<file path="src/rtl/fp_accum_sequencer.sv">
// ---------------------------------------------------------------------------
// fp_accum_sequencer
//
// Sums `count` consecutive register-file entries through an external
// combinational single-precision adder and writes the sum back to a
// destination register.
//
// Ports
//   clk              rising-edge clock
//   reset            asynchronous, active-low reset
//   start            one-cycle request, only looked at while idle
//   src_base         address of the first operand
//   count            number of operands, 0..2^ADDR_W
//   dst_addr         destination register for the sum (captured at start)
//   busy             high from the cycle after an accepted start until done
//   done             one-cycle completion pulse
//   err              count was zero, or the sum exponent is all ones
//   result           final sum, held until the next accepted start
//   rf_write_enable  register-file write strobe
//   rf_mode          register-file mode: 0 = write, 1 = read
//   rf_addr          register-file address
//   rf_wdata         register-file write data
//   rf_rdata         register-file read data, valid one cycle after rf_addr
//   fp_a, fp_b       adder operands (accumulator, operand register)
//   fp_sum           adder result
// ---------------------------------------------------------------------------
module fp_accum_sequencer #(
    parameter int ADDR_W = 5,
    parameter int DATA_W = 32
) (
    input  logic              clk,
    input  logic              reset,
    input  logic              start,
    input  logic [ADDR_W-1:0] src_base,
    input  logic [ADDR_W:0]   count,
    input  logic [ADDR_W-1:0] dst_addr,
    output logic              busy,
    output logic              done,
    output logic              err,
    output logic [DATA_W-1:0] result,
    output logic              rf_write_enable,
    output logic              rf_mode,
    output logic [ADDR_W-1:0] rf_addr,
    output logic [DATA_W-1:0] rf_wdata,
    input  logic [DATA_W-1:0] rf_rdata,
    output logic [DATA_W-1:0] fp_a,
    output logic [DATA_W-1:0] fp_b,
    input  logic [DATA_W-1:0] fp_sum
);

    typedef enum logic [2:0] {
        S_IDLE,
        S_READ,
        S_LATCH,
        S_ACCUM,
        S_WRITE,
        S_DONE
    } state_t;

    state_t              state_q, state_d;
    logic [ADDR_W-1:0]   ptr_q, ptr_d;
    logic [ADDR_W:0]     rem_q, rem_d;
    logic                first_q, first_d;
    logic [ADDR_W-1:0]   dst_q, dst_d;
    logic [DATA_W-1:0]   acc_q, acc_d;
    logic [DATA_W-1:0]   operand_q, operand_d;
    logic                busy_q, busy_d;
    logic                done_q, done_d;
    logic                err_q, err_d;
    logic [DATA_W-1:0]   result_q, result_d;
    logic                rf_we_q, rf_we_d;
    logic                rf_mode_q, rf_mode_d;
    logic [ADDR_W-1:0]   rf_addr_q, rf_addr_d;
    logic [DATA_W-1:0]   rf_wdata_q, rf_wdata_d;

    always_comb begin
        state_d    = state_q;
        ptr_d      = ptr_q;
        rem_d      = rem_q;
        first_d    = first_q;
        dst_d      = dst_q;
        acc_d      = acc_q;
        operand_d  = operand_q;
        busy_d     = busy_q;
        done_d     = 1'b0;
        err_d      = err_q;
        result_d   = result_q;
        rf_we_d    = 1'b0;
        rf_mode_d  = 1'b1;
        rf_addr_d  = rf_addr_q;
        rf_wdata_d = rf_wdata_q;

        case (state_q)
            S_IDLE: begin
                if (start) begin
                    busy_d = 1'b1;
                    if (count != '0) begin
                        ptr_d     = src_base;
                        rem_d     = count;
                        first_d   = 1'b1;
                        dst_d     = dst_addr;
                        err_d     = 1'b0;
                        // Address is registered on entry so it is already
                        // on the bus for the whole READ cycle.
                        rf_addr_d = src_base;
                        state_d   = S_READ;
                    end else begin
                        err_d   = 1'b1;
                        state_d = S_DONE;
                    end
                end
            end
            S_READ: begin
                state_d = S_LATCH;
            end
            S_LATCH: begin
                operand_d = rf_rdata;
                state_d   = S_ACCUM;
            end
            S_ACCUM: begin
                // The first operand seeds the accumulator instead of being
                // added to a zero, so a lone -0.0 or NaN passes through intact.
                acc_d   = first_q ? operand_q : fp_sum;
                first_d = 1'b0;
                ptr_d   = ptr_q + 1'b1;
                rem_d   = rem_q - 1'b1;
                if (rem_q == {{ADDR_W{1'b0}}, 1'b1}) begin
                    // Write strobe is registered on entry to WRITE and the
                    // defaults drop it again one cycle later.
                    rf_we_d    = 1'b1;
                    rf_mode_d  = 1'b0;
                    rf_addr_d  = dst_q;
                    rf_wdata_d = acc_d;
                    state_d    = S_WRITE;
                end else begin
                    rf_addr_d = ptr_q + 1'b1;
                    state_d   = S_READ;
                end
            end
            S_WRITE: begin
                result_d = acc_q;
                if (acc_q[DATA_W-2 -: 8] == 8'hFF) begin
                    err_d = 1'b1;
                end
                state_d = S_DONE;
            end
            S_DONE: begin
                done_d  = 1'b1;
                busy_d  = 1'b0;
                state_d = S_IDLE;
            end
            default: begin
                state_d = S_IDLE;
            end
        endcase
    end

    always_ff @(posedge clk or negedge reset) begin
        if (!reset) begin
            state_q    <= S_IDLE;
            ptr_q      <= '0;
            rem_q      <= '0;
            first_q    <= 1'b0;
            dst_q      <= '0;
            acc_q      <= '0;
            operand_q  <= '0;
            busy_q     <= 1'b0;
            done_q     <= 1'b0;
            err_q      <= 1'b0;
            result_q   <= '0;
            rf_we_q    <= 1'b0;
            rf_mode_q  <= 1'b1;
            rf_addr_q  <= '0;
            rf_wdata_q <= '0;
        end else begin
            state_q    <= state_d;
            ptr_q      <= ptr_d;
            rem_q      <= rem_d;
            first_q    <= first_d;
            dst_q      <= dst_d;
            acc_q      <= acc_d;
            operand_q  <= operand_d;
            busy_q     <= busy_d;
            done_q     <= done_d;
            err_q      <= err_d;
            result_q   <= result_d;
            rf_we_q    <= rf_we_d;
            rf_mode_q  <= rf_mode_d;
            rf_addr_q  <= rf_addr_d;
            rf_wdata_q <= rf_wdata_d;
        end
    end

    assign busy            = busy_q;
    assign done            = done_q;
    assign err             = err_q;
    assign result          = result_q;
    assign rf_write_enable = rf_we_q;
    assign rf_mode         = rf_mode_q;
    assign rf_addr         = rf_addr_q;
    assign rf_wdata        = rf_wdata_q;
    assign fp_a            = acc_q;
    assign fp_b            = operand_q;

endmodule

</file>
<file path="config.mk">
export PLATFORM = sky130hd
export DESIGN_NAME = fp_accum_sequencer
export DESIGN_NICKNAME = d
export VERILOG_FILES = /design/src/rtl/fp_accum_sequencer.sv
export SDC_FILE = /design/constraint.sdc
export NUM_CORES = 1
export LEC_CHECK = 0
export CORE_UTILIZATION = 50
export CTS_CLUSTER_SIZE = 16
export DETAILED_ROUTE_END_ITERATION = 8
export PLACE_DENSITY = 0.95
export SKIP_CTS_REPAIR_TIMING = 1
export SYNTH_ARGS = -nofsm -noshare
export SYNTH_HDL_FRONTEND = slang
export SYNTH_SLANG_ARGS = --single-unit
export TNS_END_PERCENT = 20
</file>
<file path="constraint.sdc">
create_clock -name clk -period 4.81 [get_ports clk]
set_clock_uncertainty 0.05 [all_clocks]
set_input_delay 0.962 -clock clk [delete_from_list [all_inputs] [get_ports clk]]
set_output_delay 0.962 -clock clk [all_outputs]
set_load 0.1 [all_outputs]
</file>
==> results of run 1 <==
## final cells by class
cell class / instances / area share
inverters: 5 / 0.00194
clock buffers: 26 / 0.0517
well taps: 172 / 0.0223
flip-flops and latches: 158 / 0.409
multi-input cells: 340 / 0.268
repair buffers: 227 / 0.233
clock inverters: 5 / 0.0132
## flip-flops by register name, summed over array words and instances, names as in the netlist, 3 cells and up
register and flops:
fp_b 32, fp_a 32, ptr_q 5, rem_q 6
result 32, state_q 3, rf_addr 5, rf_wdata 32
dst_q 5
## through the flow
stage	setup slack (ps)	hold WS (ps)
CTS	1730	446
detailed placement	1550	431
global route	1720	463
finish	1750	447
floorplan	2490	394
global placement	1700	412
## cells by family (layout without fill, tap and decap cells)
| logic type | count (synthesis) | after routing |
|---|---|---|
| simple gates | 171 | 171 |
| xor+xnor | 5 | 5 |
| mux | 133 | 133 |
| fa+ha+maj | 3 | 3 |
| compound gates | 28 | 28 |
| buf+inv | 35 | 263 |
| flops | 158 | 158 |
## how the worst max path moves through the flow
stage | from | end | slack, ps | cells after the start
floorplan | count[4] | rf_addr[2] | 2490 | 5
global placement | count[4] | ptr_q[2] | 1700 | 5
detailed placement | count[4] | ptr_q[2] | 1550 | 5
CTS | rf_mode | rf_mode | 1730 | 1
global route | rf_mode | rf_mode | 1720 | 1
finish | rf_mode | rf_mode | 1750 | 1
## synthesized netlist by cell type (3+ instances only)
master    number  share of area
buf_6          4         0.0067
nand4_1        5         0.0047
clkbuf_1      10         0.0056
nor3_1         7         0.0052
nor3_2         6         0.0089
xnor2_1        4         0.0052
ha_1           3         0.0056
a21oi_1        7         0.0052
buf_2         13         0.0097
nor2_1         9         0.0050
dfrtp_1      157           0.58
nand2_1      123          0.069
nand3_1       11         0.0082
mux2i_1        4         0.0060
mux2_2       129           0.22
inv_1          5         0.0028
buf_4          3         0.0033
o211ai_1       4         0.0045
## per-layer routing
| metal | GRT usage | vias up | share of wire |
|---|---|---|---|
| met3 | 0.0887 | 44 | 0.071 |
| met2 | 0.481 | 237 | 0.53 |
| li1 | - | 2255 | - |
| met5 | 0 | - | 0 |
| met1 | 0.309 | 2596 | 0.38 |
| met4 | 0.102 | 0 | 0.024 |
==> results_dict.tcl, run 1 <==
set metrics [dict create \
    fin_crit_ps 3060 \
    rr_startpoint "state_q[1]" \
    synth_xor_area_frac 0.00651 \
    ff_latch_area_mm2 0.00396 \
    fin_setup_tns_ps 0 \
    synth-warning-count 0 \
    worst-endpoint-arrival_ps 2050 \
    wl_mm 18.3 \
    n_antenna_cell 0 \
    htree_levels 4 \
    clk_latency_ps 420 \
    dpl.hpwl_mm 12.3 \
    worst_pin_slew_ps 1030 \
    synth_mux_area_frac 0.222 \
    min_to "dst_q[2]" \
    gp_congestion 0.802 \
    fin_util 0.751 \
    final_cell_mix "219 x clkdlybuf4s50_1, 157 x dfrtp_1, 129 x mux2_2" \
    hp-class "reg -> reg" \
    grt_pass1_vias 5510 \
    synth_compound_area_frac 0.0326 \
    cts_root_buf "clkbuf_16" \
    syn-num-nets 619 \
    first_pass_iters 7 \
    wire_per_inst_um 19.6 \
    finalNonFillerCells 933 \
    coreArea_mm2 0.0129 \
    dp.cells 902 \
    clk_path_buf_depth 2 \
    synthSimpleGateAreaFrac 0.117 \
    maxCapViolCount 0 \
    max_stage_delay_ps 1120 \
    cp_top_family "buffers and inverters" \
    worst_hold_path.num_cells 2 \
    crit_required_ps 3800 \
    io_buffers 220 \
    worst_setup_hold_path_clk_slew_ps 60 \
    rows 41 \
    antenna_found_initial 0 \
    finalInstanceArea_mm2 0.00966 \
    io_pins 221 \
    drt-initial-drc-count 449 \
    timing.reg2reg.worst_path_depth 4 \
    fp.dieArea_mm2 0.0139 \
    drive_above_1_share 0.238 \
    fmax_mhz 327 \
    grt_max_degree 102 \
    hold_viol_final 0 \
    r2r_setup_slack_ps 2270 \
    fin_crit_sh 0.637 \
    ys_dominant_reg_cell "dfrtp_1" \
    setup.worst_path.end_class "primary output" \
    cts-buffers-inserted 17 \
    syn_area_mm2 0.00672 \
    start_util 0.522 \
    cp_cell_sequence "clkdlybuf4s50_1" \
    cp_slowest_cell "clkdlybuf4s50_1" \
    ant_nets 0 \
    min_from "dst_q[2]" \
    grt_overflow 0 \
    via_per_inst 5.50 \
    grt_use_total 0.274 \
    rsz0062_at_grt "false" \
    n_fill_cell 786 \
    critPathMaxFanout 1 \
    start_kind "register" \
    path_class "reg -> out" \
    layout_commonest_cell "clkdlybuf4s50_1" \
    grt_first_pass_wirelength_mm 29.4 \
    multi_input_area_mm2 0.00259 \
    die_w_um 118 \
    syn_to_final_growth_pct 43.8 \
    slew_violations 0 \
    synth_cell_types 40 \
    r2r_end "rf_wdata[24]" \
    finalSetupViolCount 0 \
    cp_num_buf_inv 1 \
    synth-edff-count 0 \
    ys_async_sr_fraction 1.00 \
    die_h_um 118 \
    syn-instance-count 533 \
    synth-seq-cells 158 \
    syn_area_per_cell_um2 12.6 \
    status "finished clean" \
    slew_headroom 0.313 \
    seq_area_frac_synth 0.588 \
    synth_fa_ha_area_frac 0.00558 \
    final_nets 835 \
    vias 5132 \
    drc 0 \
    cts_tree "done" \
    synth_top_family_by_area "multiplexers" \
    placed_area_mm2 0.00904 \
    cts_sinks 158 \
]
Power of run 1 is left out: the tool's default activity adds up to more than one toggle a clock period on the data nets, which glitch-free logic cannot reach.
==> run 2: changes to the inputs <==
Settings changed: CORE_UTILIZATION 50 to 46, PLACE_DENSITY 0.95 to 0.9.
Clock period 4.81 ns to 3.2 ns, I/O delays scaled along.
==> run 2 against run 1 <==
Against the previous run:
- worst hold slack got worse by 240 ps
- cell area decreased by 3.6%
- largest cell class unchanged
- die area increased by 8.5%
- core utilization decreased by 8.7 points
==> results_dict.tcl, run 2 (synthesis results as in run 1) <==
set metrics [dict create \
    status "finished clean" \
    syn_to_final_growth_pct 38.5 \
    n_antenna_cell 0 \
    grt_use_total 0.242 \
    fmax_mhz 444 \
    multi_input_area_mm2 0.00259 \
    critPathMaxFanout 19 \
    rows 43 \
    drive_above_1_share 0.424 \
    clk_latency_ps 420 \
    cp_slowest_cell "or4_4" \
    hp-class "in -> async" \
    fin_setup_tns_ps 0 \
    cts-buffers-inserted 17 \
    rsz0062_at_grt "false" \
    ff_latch_area_mm2 0.00396 \
    hold_viol_final 0 \
    finalNonFillerCells 944 \
    max_stage_delay_ps 580 \
    drt-initial-drc-count 286 \
    grt_first_pass_wirelength_mm 27.4 \
    antenna_found_initial 0 \
    final_nets 837 \
    grt_pass1_vias 5312 \
    drc 0 \
    io_buffers 220 \
    die_w_um 123 \
    crit_required_ps 3480 \
    fin_util 0.663 \
    vias 5010 \
    final_cell_mix "156 x dfrtp_1, 145 x buf_4, 129 x mux2_2" \
    worst_pin_slew_ps 866 \
    via_per_inst 5.31 \
    worst_setup_hold_path_clk_slew_ps 60 \
    path_class "in -> reg" \
    maxCapViolCount 0 \
    htree_levels 4 \
    grt_max_degree 78 \
    start_kind "input port" \
    layout_commonest_cell "dfrtp_1" \
    dpl.hpwl_mm 12.1 \
    cts_root_buf "clkbuf_16" \
    finalSetupViolCount 0 \
    start_util 0.479 \
    cts_sinks 158 \
    first_pass_iters 4 \
    cts_tree "done" \
    coreArea_mm2 0.0140 \
    slew_violations 0 \
    slew_headroom 0.423 \
    cp_cell_sequence "clkdlybuf4s50_1 -> or4_4 -> o31ai_4 -> buf_4 -> nor3_1 -> nor3_2" \
    n_fill_cell 1027 \
    gp_congestion 0.814 \
    wl_mm 17.3 \
    ant_nets 0 \
    worst-endpoint-arrival_ps 2530 \
    grt_overflow 0 \
    wire_per_inst_um 18.4 \
    die_h_um 123 \
    setup.worst_path.end_class "register" \
    fin_crit_ps 2250 \
    clk_path_buf_depth 2 \
    io_pins 221 \
    dp.cells 912 \
    fp.dieArea_mm2 0.0151 \
    fin_crit_sh 0.704 \
]
run 2: worst max-delay path: cells and delay by family:
kind	cells	cell delay, ps
buffers and inverters	2	720
AO/OA/AOI/OAI	1	270
AND/OR/NAND/NOR	3	900
run 2: final cells by class:
| class | instances | share of cell area |
|---|---|---|
| multi-input cells | 340 | 0.278 |
| repair buffers | 229 | 0.209 |
| clock inverters | 10 | 0.0124 |
| well taps | 180 | 0.0242 |
| clock buffers | 22 | 0.0488 |
| flip-flops and latches | 158 | 0.425 |
| inverters | 5 | 0.00202 |
run 2: final timing paths:
kind	from	to	slack (ps)	cells past startpoint
max in group asynchronous	reset	result[21]	2090	2
min in group clk	dst_q[0]	dst_q[0]	430	2
worst min-delay path	reset	fp_a[26]	210	1
worst max-delay path	count[4]	ptr_q[2]	950	6
worst min register to register	dst_q[0]	dst_q[0]	430	2
worst max register to register	state_q[1]	rem_q[5]	1060	5
run 2: per-layer routing:
layer  wire length [um]  vias to the layer above  part of all wire  track usage
met5                  0                        -                 0            0
met3               1230                       27             0.071       0.0812
met2               8880                      196              0.51        0.410
met4                312                        0             0.018       0.0861
li1                   -                     2274                 -            -
met1               6920                     2513              0.40        0.285
run 2: stage by stage:
stage | setup WS [ps] | hold WS (ps) | cell area [um^2]
floorplan | 1200 | 294 | 6720
global placement | 643 | 411 | 8740
detailed placement | 556 | 418 | 8740
CTS | 988 | 227 | 9310
global route | 865 | 253 | 9310
finish | 947 | 208 | 9310
Power of run 2 is left out for the same reason.
